## src/rtl/asu_riscv_mul_pkg.sv

```systemverilog
// Shared types and constants for the multiplier arbiter slice.
// Holds the FSM state encoding and the operator code that selects a low-word multiply.
package asu_riscv_mul_pkg;

  localparam int         NUM_MUL_REQ = 2;
  localparam logic [1:0] MUL_OP_LOW  = 2'b00;

  typedef enum logic [1:0] {
    IDLE  = 2'd0,
    EXEC1 = 2'd1,
    EXEC2 = 2'd2,
    RESP  = 2'd3
  } mul_arb_state_e;

endpackage

```

## src/rtl/asu_riscv_rr_arb2.sv

```systemverilog
// Two-way round-robin grant: a lone requester always wins, and a tie goes to
// the requester named by rr.
module asu_riscv_rr_arb2 (
  input  logic [1:0] valid,
  input  logic       rr,
  output logic [1:0] grant
);

  always_comb begin
    if (&valid) grant = rr ? 2'b10 : 2'b01;
    else        grant = valid;
  end

endmodule

```

## src/rtl/asu_riscv_mul_arbiter.sv

```systemverilog
// Round-robin arbiter and sequencer in front of the shared multiplier.
// It accepts one request, drives the multiplier for one or two cycles, then holds the result until it is accepted.
module asu_riscv_mul_arbiter
  import asu_riscv_mul_pkg::*;
#(
  parameter logic RR_INIT = 1'b0,
  parameter int   CNT_W   = 16
) (
  input  logic                       clk,
  input  logic                       rst,
  input  logic [NUM_MUL_REQ-1:0]     req_valid_i,
  output logic [NUM_MUL_REQ-1:0]     req_ready_o,
  input  logic [2*NUM_MUL_REQ-1:0]   req_operator_i,
  input  logic [2*NUM_MUL_REQ-1:0]   req_signed_mode_i,
  input  logic [32*NUM_MUL_REQ-1:0]  req_op_a_i,
  input  logic [32*NUM_MUL_REQ-1:0]  req_op_b_i,
  output logic [NUM_MUL_REQ-1:0]     rsp_valid_o,
  input  logic [NUM_MUL_REQ-1:0]     rsp_ready_i,
  output logic [31:0]                rsp_data_o,
  output logic [1:0]                 mul_operator_o,
  output logic [1:0]                 mul_signed_mode_o,
  output logic [31:0]                mul_op_a_o,
  output logic [31:0]                mul_op_b_o,
  input  logic [31:0]                mul_result_i,
  output logic                       busy_o,
  output logic [CNT_W-1:0]           conflict_cnt_o
);

  mul_arb_state_e state_q, state_d;
  logic           rr_q;
  logic           owner_q;
  logic [1:0]     grant;
  logic           sel;
  logic           load;
  logic           capture;
  logic           park;

  asu_riscv_rr_arb2 u_rr_arb2 (
    .valid (req_valid_i),
    .rr    (rr_q),
    .grant (grant)
  );

  assign sel    = grant[1];
  assign busy_o = (state_q != IDLE);

  // NOTE: every output of this block gets a default first, so no path can leave
  // a signal unassigned and infer a latch.
  always_comb begin
    state_d     = state_q;
    req_ready_o = '0;
    rsp_valid_o = '0;
    load        = 1'b0;
    capture     = 1'b0;
    park        = 1'b0;
    unique case (state_q)
      IDLE: begin
        if (!rst) req_ready_o = grant;
        if (|grant) begin
          load    = 1'b1;
          state_d = EXEC1;
        end
      end
      EXEC1: begin
        if (mul_operator_o == MUL_OP_LOW) begin
          capture = 1'b1;
          park    = 1'b1;
          state_d = RESP;
        end else begin
          state_d = EXEC2;
        end
      end
      EXEC2: begin
        capture = 1'b1;
        park    = 1'b1;
        state_d = RESP;
      end
      RESP: begin
        rsp_valid_o[owner_q] = 1'b1;
        if (rsp_ready_i[owner_q]) state_d = IDLE;
      end
      default: state_d = IDLE;
    endcase
  end

  // NOTE: state registers use non-blocking assignments so that every flop
  // samples values from before the clock edge, whatever the order of evaluation.
  always_ff @(posedge clk or posedge rst) begin
    if (rst) state_q <= IDLE;
    else     state_q <= state_d;
  end

  // Parking the operands at zero keeps the multiplier in its idle state between operations.
  always_ff @(posedge clk or posedge rst) begin
    if (rst) begin
      rr_q              <= RR_INIT;
      owner_q           <= 1'b0;
      mul_operator_o    <= '0;
      mul_signed_mode_o <= '0;
      mul_op_a_o        <= '0;
      mul_op_b_o        <= '0;
      rsp_data_o        <= '0;
      conflict_cnt_o    <= '0;
    end else begin
      if (load) begin
        owner_q           <= sel;
        rr_q              <= ~sel;
        mul_operator_o    <= req_operator_i[{sel, 1'b0} +: 2];
        mul_signed_mode_o <= req_signed_mode_i[{sel, 1'b0} +: 2];
        mul_op_a_o        <= req_op_a_i[{sel, 5'b0} +: 32];
        mul_op_b_o        <= req_op_b_i[{sel, 5'b0} +: 32];
      end else if (park) begin
        mul_operator_o    <= MUL_OP_LOW;
        mul_signed_mode_o <= '0;
        mul_op_a_o        <= '0;
        mul_op_b_o        <= '0;
      end
      if (capture) rsp_data_o <= mul_result_i;
      if ((&req_valid_i) && !(&conflict_cnt_o)) conflict_cnt_o <= conflict_cnt_o + 1'b1;
    end
  end

endmodule

```

## config.mk

```make
export PLATFORM = sky130hd
export DESIGN_NAME = asu_riscv_mul_arbiter
export DESIGN_NICKNAME = d
export VERILOG_FILES = /design/src/rtl/asu_riscv_mul_pkg.sv /design/src/rtl/asu_riscv_rr_arb2.sv /design/src/rtl/asu_riscv_mul_arbiter.sv
export SDC_FILE = /design/constraint.sdc
export NUM_CORES = 1
export LEC_CHECK = 0
export CAP_MARGIN = 10
export CELL_PAD_IN_SITES_DETAIL_PLACEMENT = 1
export CELL_PAD_IN_SITES_GLOBAL_PLACEMENT = 1
export CORE_ASPECT_RATIO = 0.9
export CORE_MARGIN = 1.5
export CORE_UTILIZATION = 26
export CTS_CLUSTER_DIAMETER = 40
export DETAILED_ROUTE_END_ITERATION = 8
export PLACE_DENSITY_LB_ADDON = 0.1
export SYNTH_ARGS = -nofsm -noshare
export SYNTH_HDL_FRONTEND = slang
export SYNTH_HIERARCHICAL = 1
export SYNTH_SLANG_ARGS = --single-unit
```

## constraint.sdc

```tcl
create_clock -name clk -period 3.7 [get_ports clk]
set_clock_uncertainty 0.15 [all_clocks]
set_input_delay 0.37 -clock clk [delete_from_list [all_inputs] [get_ports clk]]
set_output_delay 0.37 -clock clk [all_outputs]
set_load 0.02 [all_outputs]
```

==> flow_metrics.env <==
export IMPL_number_of_global_route_vias_before_repair=5013
export IMPL_worst_setup_path_startpoint="state_q[0]"
export IMPL_tritoncts_num_buffers=17
export IMPL_cts_hold_buf=0
export IMPL_htreeDepth=4
export IMPL_report_final_hold_viol_count=0
export IMPL_drt_wirelength_per_cell_um=20.0
export IMPL_achievable_frequency_mhz=323
export IMPL_rsz0062_at_grt="no"
export IMPL_clock_latency_ns=0.41
export IMPL_min_period_ns=3.10
export IMPL_initial_utilization=0.269
export IMPL_slew_limit_headroom=0.216
export IMPL_worstMarginPinSlew_ns=1.18
export IMPL_grt_total_usage=0.183
export IMPL_antenna_viol_nets_final=0
export IMPL_drt_initial_drc_count=148
export IMPL_clock_power_share=0.216
export IMPL_dpl_hpwl_um=13900
export IMPL_clock_tree_buffer_depth=2
export IMPL_maxSlewViolCount=0
export IMPL_pwr_share_seq=0.300
export IMPL_dr_total_vias=4727
export IMPL_finalSetupViolations=0
export IMPL_dieArea_um2=20900
export IMPL_crit_path_arrival_time_ns=2.58
export IMPL_grt_pass1_wl_um=29400
export IMPL_drtPass1Iterations=4
export IMPL_critPathMaxFanout=57
export IMPL_drt_wl_total_um=19200
export IMPL_drive_above_1_share=0.114
export IMPL_layout_filler_cells=2056
export IMPL_min_delay_path_class="in -> async"
export IMPL_globalRouteOverflowTotal=0
export IMPL_boundaryPins=295
export IMPL_layout_worst_path_cycle_share=0.837
export IMPL_p_sw_frac=0.371
export IMPL_drc_errors=0
export IMPL_gp_congestion=0.752
export IMPL_num_rows=48
export IMPL_setup_tns_ns=0
export IMPL_most_common_layout_cells="sky130_fd_sc_hd__clkdlybuf4s50_1 (294), sky130_fd_sc_hd__dfrtp_1 (120), sky130_fd_sc_hd__and3_1 (69)"
export IMPL_run_status="finished clean"
export IMPL_leakage_component_of_the_power_nw=3.98
export IMPL_avgViaCountPerCell=4.93
export IMPL_critical_path_startpoint_type="register"
export IMPL_final_nets=875
export IMPL_comb_power_share=0.484
export IMPL_layout_cells_most_common="sky130_fd_sc_hd__clkdlybuf4s50_1"
export IMPL_port_buffers=294
export IMPL_worst_slack_ns=0.603
export IMPL_synthesized_cell_area_um2=5210
export IMPL_synth_yosys_warnings=6
export IMPL_die_w_um=152
export IMPL_crit_path_capture_type="output port"
export IMPL_die_y_um=137
export IMPL_syn_avg_cell_area_um2=12.7
export IMPL_regToRegStartpoint="state_q[0]"
export IMPL_synth_seq_cells=120
export IMPL_timing_critical_path_required_ns=3.18
export IMPL_yosys_cell_types_count=31
export IMPL_largest_net_degree_at_the_start_of_global_routing=71
export IMPL_dp_worst_setup_slack_ns=0.595
export IMPL_peak_ir_drop_on_the_vdd_network_v=0.000309
export IMPL_powerDensity_nw_per_um2=793
export IMPL_register_area_um2=3000
export IMPL_core_area_um2=19400
export IMPL_cts_sinks=120
export IMPL_p_switching_mw=2.64
export IMPL_post_cts_resized_instances=0
export IMPL_syn2layout_area_growth_pct=71.9
export IMPL_synthesized_netlist_net_count=589
export IMPL_tritoncts="built"
export IMPL_internal_power_mw=4.47
export IMPL_multi_input_area_um2=2060
export IMPL_path_clk_slew_ns=0.05
export IMPL_placed_cells=927
export IMPL_root_buf_cell="sky130_fd_sc_hd__clkbuf_16"
export IMPL_max_cap_violations=0
export IMPL_synth_seq_area_share=0.576
export IMPL_fin_cells=959
export IMPL_critPathKind="reg -> out"
export IMPL_post_cts_setup_buffer_count=0
export IMPL_syn_instance_count=410
export IMPL_grt_antenna_before_repair=0
## kinds of logic after synthesis
kind of cell               after synthesis  synth area share
and+or+nand+nor                        120             0.137
DFF                                    120             0.576
AOI/OAI and AO/OA                       75             0.140
buffers and inverters                   40            0.0348
muxes                                   35            0.0754
xor gates and xnor gates                15            0.0252
adders and majority gates                5            0.0120
## final cells by class
type | instances | area share
antenna | 1 | 0.000279
clock inverter | 13 | 0.0120
inverter | 5 | 0.00251
tap | 250 | 0.0349
timing repair buffer | 302 | 0.337
sequential | 120 | 0.335
multi-input combinational | 250 | 0.230
clock buffer | 18 | 0.0490
## registers in the layout (all words and copies together) (netlist names)
register,count
mul_op_a_o,32
mul_op_b_o,32
rsp_data_o,32
conflict_cnt_o,16
mul_operator_o,2
mul_signed_mode_o,2
state_q,2
owner_q,1
rr_q,1
## cells in the mapped netlist
library cell	n	area share
sky130_fd_sc_hd__mux2i_1	1	0.0019
sky130_fd_sc_hd__nand3_1	8	0.0077
sky130_fd_sc_hd__mux2_2	34	0.073
sky130_fd_sc_hd__a221o_1	68	0.13
sky130_fd_sc_hd__clkbuf_1	25	0.018
sky130_fd_sc_hd__a2bb2oi_1	1	0.0017
sky130_fd_sc_hd__nor3_1	7	0.0067
sky130_fd_sc_hd__ha_1	5	0.012
sky130_fd_sc_hd__buf_2	7	0.0067
sky130_fd_sc_hd__nand4bb_1	1	0.0022
sky130_fd_sc_hd__nor3b_2	1	0.0024
sky130_fd_sc_hd__a21oi_1	3	0.0029
sky130_fd_sc_hd__nor3b_1	1	0.0014
sky130_fd_sc_hd__and2_1	3	0.0036
sky130_fd_sc_hd__nand2_1	9	0.0065
sky130_fd_sc_hd__nor2_1	7	0.0050
sky130_fd_sc_hd__buf_6	3	0.0065
sky130_fd_sc_hd__or3_1	1	0.0012
sky130_fd_sc_hd__inv_1	5	0.0036
sky130_fd_sc_hd__nor2b_1	1	0.0012
sky130_fd_sc_hd__xor2_1	12	0.020
sky130_fd_sc_hd__dfrtp_1	120	0.58
sky130_fd_sc_hd__nand4_1	4	0.0048
sky130_fd_sc_hd__xnor2_1	3	0.0050
sky130_fd_sc_hd__or2_2	1	0.0012
sky130_fd_sc_hd__nor4_1	3	0.0036
sky130_fd_sc_hd__and3_1	70	0.084
sky130_fd_sc_hd__and4_1	2	0.0034
sky130_fd_sc_hd__a21boi_1	2	0.0029
sky130_fd_sc_hd__o21ai_2	1	0.0017
sky130_fd_sc_hd__nor4b_1	1	0.0017
## worst max-delay path: stages (launching register included)
cell and delay (ns):
sky130_fd_sc_hd__dfrtp_1 0.42, sky130_fd_sc_hd__inv_1 0.11, sky130_fd_sc_hd__ha_2 0.38, sky130_fd_sc_hd__buf_4 0.48
sky130_fd_sc_hd__inv_1 0.15, sky130_fd_sc_hd__clkdlybuf4s50_1 0.60
## power groups by stage
stage / clock, mW / sequential [mW] / combinational [mW]
5_1_grt: 1.63 / 2.20 / 3.68
2_1_floorplan: 0 / 2.66 / 1.43
3_3_place_gp: 0 / 2.12 / 3.41
6_report: 1.54 / 2.13 / 3.44
3_5_place_dp: 0 / 2.14 / 3.50
4_1_cts: 1.57 / 2.14 / 3.51
## worst paths after layout
check	slack (ns)	to	cells after the start
min	0.30	mul_op_b_o[24]	2
min in group clk	0.35	rsp_data_o[6]	1
min reg2reg	0.35	rsp_data_o[6]	1
max in group asynchronous	2.31	mul_op_b_o[7]	3
max	0.60	busy_o	5
max reg2reg	0.96	mul_op_b_o[13]	6
## stage by stage
step / util / area (um2) / hold WS (ns) / total power, mW
after CTS: 0.462 / 8960 / 0.308 / 7.22
after global routing: 0.462 / 8960 / 0.338 / 7.51
final: 0.462 / 8960 / 0.296 / 7.11
after global placement: 0.434 / 8410 / 0.336 / 5.53
after floorplan: - / 5220 / 0.351 / 4.09
after detailed placement: 0.434 / 8410 / 0.344 / 5.64
## layer usage
layer / track usage / up-vias / wire [um]
met3: 0.0563 / 16 / 1410
li1: - / 2144 / -
met4: 0.0523 / 0 / 265
met2: 0.312 / 188 / 9500
met1: 0.225 / 2379 / 8050
met5: 0 / - / 0
Power figures use the tool's default switching activity.
==> RTL change, RTL diff (same flow settings) <==
Change the parameter `CNT_W` from 16 to 32.
--- a/src/rtl/asu_riscv_mul_arbiter.sv
+++ b/src/rtl/asu_riscv_mul_arbiter.sv
@@ -5,5 +5,5 @@
 #(
   parameter logic RR_INIT = 1'b0,
-  parameter int   CNT_W   = 16
+  parameter int   CNT_W   = 32
 ) (
   input  logic                       clk,
Interface: changed (resized conflict_cnt_o); port bits go from 295 to 311. The function was not compared with the original's and may differ.
==> RTL change against the original RTL <==
- power up 7.7%
- setup slack better by 0.33 ns
- count of clock-buffer cells in the layout up 1
- critical path depth unchanged
- routed wire length up 9.4%
- sequential share of layout area up 0.80 points
- design area up 11%
- sequential cell count up 16
- area after synthesis up 12%
- largest cell class is now flip-flops and latches
==> RTL change: results (changes against the original RTL) <==
- The internal power is 4.92 mW (was 4.47 mW).
- The fraction of met2 tracks used by global routing came to 0.303 (was 0.312).
- The pin count of the biggest net entering global routing is 69 (was 71).
- The length of routed met3 wiring was 2.01 mm (was 1.41 mm).
- The post-detailed-route wirelength per cell is 19.2 um (was 20.0 um).
- The post-detailed-placement half-perimeter wirelength is 15.6 mm (was 13.9 mm).
- The detailed-routed wire length on met2 is 10.5 mm (was 9.50 mm).
- The number of instances in the synthesized netlist is 486 (was 410).
- The DRC marker count from the first detailed-route iteration is 422 (was 148).
- The fraction of layout instances using a drive strength above 1 is 0.109 (was 0.114).
- The static leakage came to 4.49 nW (was 3.98 nW).
- Result of the run: completed (unchanged).
- The number of antenna violations at the first check in global routing is 1 (was 0).
- The wire length on met1 came to 8.31 mm (was 8.05 mm).
- The data arrival time of the critical path is 2.25 ns (was 2.58 ns).
- The critical path's largest stage delay is 0.66 ns (was 0.60 ns).
- The number of nets in the final layout was 971 (was 875).
- The maximum vdd ir drop is 0.351 mV (was 0.309 mV).
- The number of inserted filler cells in the final layout was 2344 (was 2056).
- Most used standard cells in the synthesized netlist: sky130_fd_sc_hd__dfrtp_1 (136), sky130_fd_sc_hd__inv_1 (74), sky130_fd_sc_hd__a222oi_1 (68) (was sky130_fd_sc_hd__dfrtp_1 (120), sky130_fd_sc_hd__and3_1 (70), sky130_fd_sc_hd__a221o_1 (68)).
- The sequential element share of the synthesized area was 0.583 (was 0.576).
- The global routing met1 resource utilization is 0.213 (was 0.225).
- The number of detailed-routing iterations run before antenna repair came to 7 (was 4).
- The total track usage is 0.182 (was 0.183).
- The count of input and output buffers came to 310 (was 294).
- The global routing usage on met3 is 0.0732 (was 0.0563).
- The number of global-route vias before repair came to 5685 (was 5013).
- The total wirelength of the detailed-routed design is 21.0 mm (was 19.2 mm).
- Leading cell types by total area after synthesis: sky130_fd_sc_hd__dfrtp_1 (58%), sky130_fd_sc_hd__a222oi_1 (12%), sky130_fd_sc_hd__mux2_2 (6.2%) (was sky130_fd_sc_hd__dfrtp_1 (58%), sky130_fd_sc_hd__a221o_1 (13%), sky130_fd_sc_hd__and3_1 (8.4%)).
- The ratio of total power to cell area came to 772 nW/um^2 (was 793 nW/um^2).
- The worst setup slack after placement is 0.754 ns (was 0.595 ns).
- The normalized max-slew margin came to 0.482 (was 0.216).
- The net count after synthesis came to 665 (was 589).
- The first-pass GRT wire length was 32.9 mm (was 29.4 mm).
RTL change: layout make-up:
type,instances,share of cell area
flip-flops and latches,136,0.343
repair buffers,319,0.321
multi-input cells,244,0.206
clock buffers,19,0.0447
well taps,291,0.0367
inverters,74,0.0284
clock inverters,12,0.0202
diodes,1,0.000252
RTL change: logic make-up (layout without fill, tap and decap cells):
| group | after synthesis | count (layout) | synth area share |
|---|---|---|---|
| flops | 136 | 136 | 0.583 |
| buf+inv | 106 | 424 | 0.0699 |
| simple gates | 97 | 97 | 0.0962 |
| compound gates | 77 | 77 | 0.128 |
| mux | 34 | 34 | 0.0654 |
| xor+xnor | 31 | 31 | 0.0465 |
| fa+ha+maj | 5 | 5 | 0.0107 |
| other cells | 0 | 1 | 0 |
RTL change: path summary, 6_finish.rpt:
path / from / end / slack, ns / cells past startpoint
setup / recovery: req_valid_i[1] / req_ready_o[1] / 0.93 / 5
hold / removal: rst / conflict_cnt_o[15] / 0.25 / 2
setup reg to reg: conflict_cnt_o[0] / conflict_cnt_o[1] / 1.11 / 6
hold reg to reg: conflict_cnt_o[31] / conflict_cnt_o[31] / 0.34 / 1
max in group asynchronous: rst / mul_op_b_o[3] / 2.35 / 3
min in group clk: conflict_cnt_o[31] / conflict_cnt_o[31] / 0.34 / 1
RTL change: worst max-delay path: cells and delay by family:
family | cells | cell delay [ns]
buffers and inverters | 2 | 1.20
AND/OR/NAND/NOR | 2 | 0.27
AO/OA/AOI/OAI | 1 | 0.39
RTL change: power groups by stage:
stage               clock (mW)  sequential (mW)  combinational, mW
floorplan                    0             2.88               1.36
global placement             0             2.33               3.43
detailed placement           0             2.36               3.51
CTS                       1.91             2.34               3.52
global route              1.99             2.40               3.75
finish                    1.86             2.34               3.46
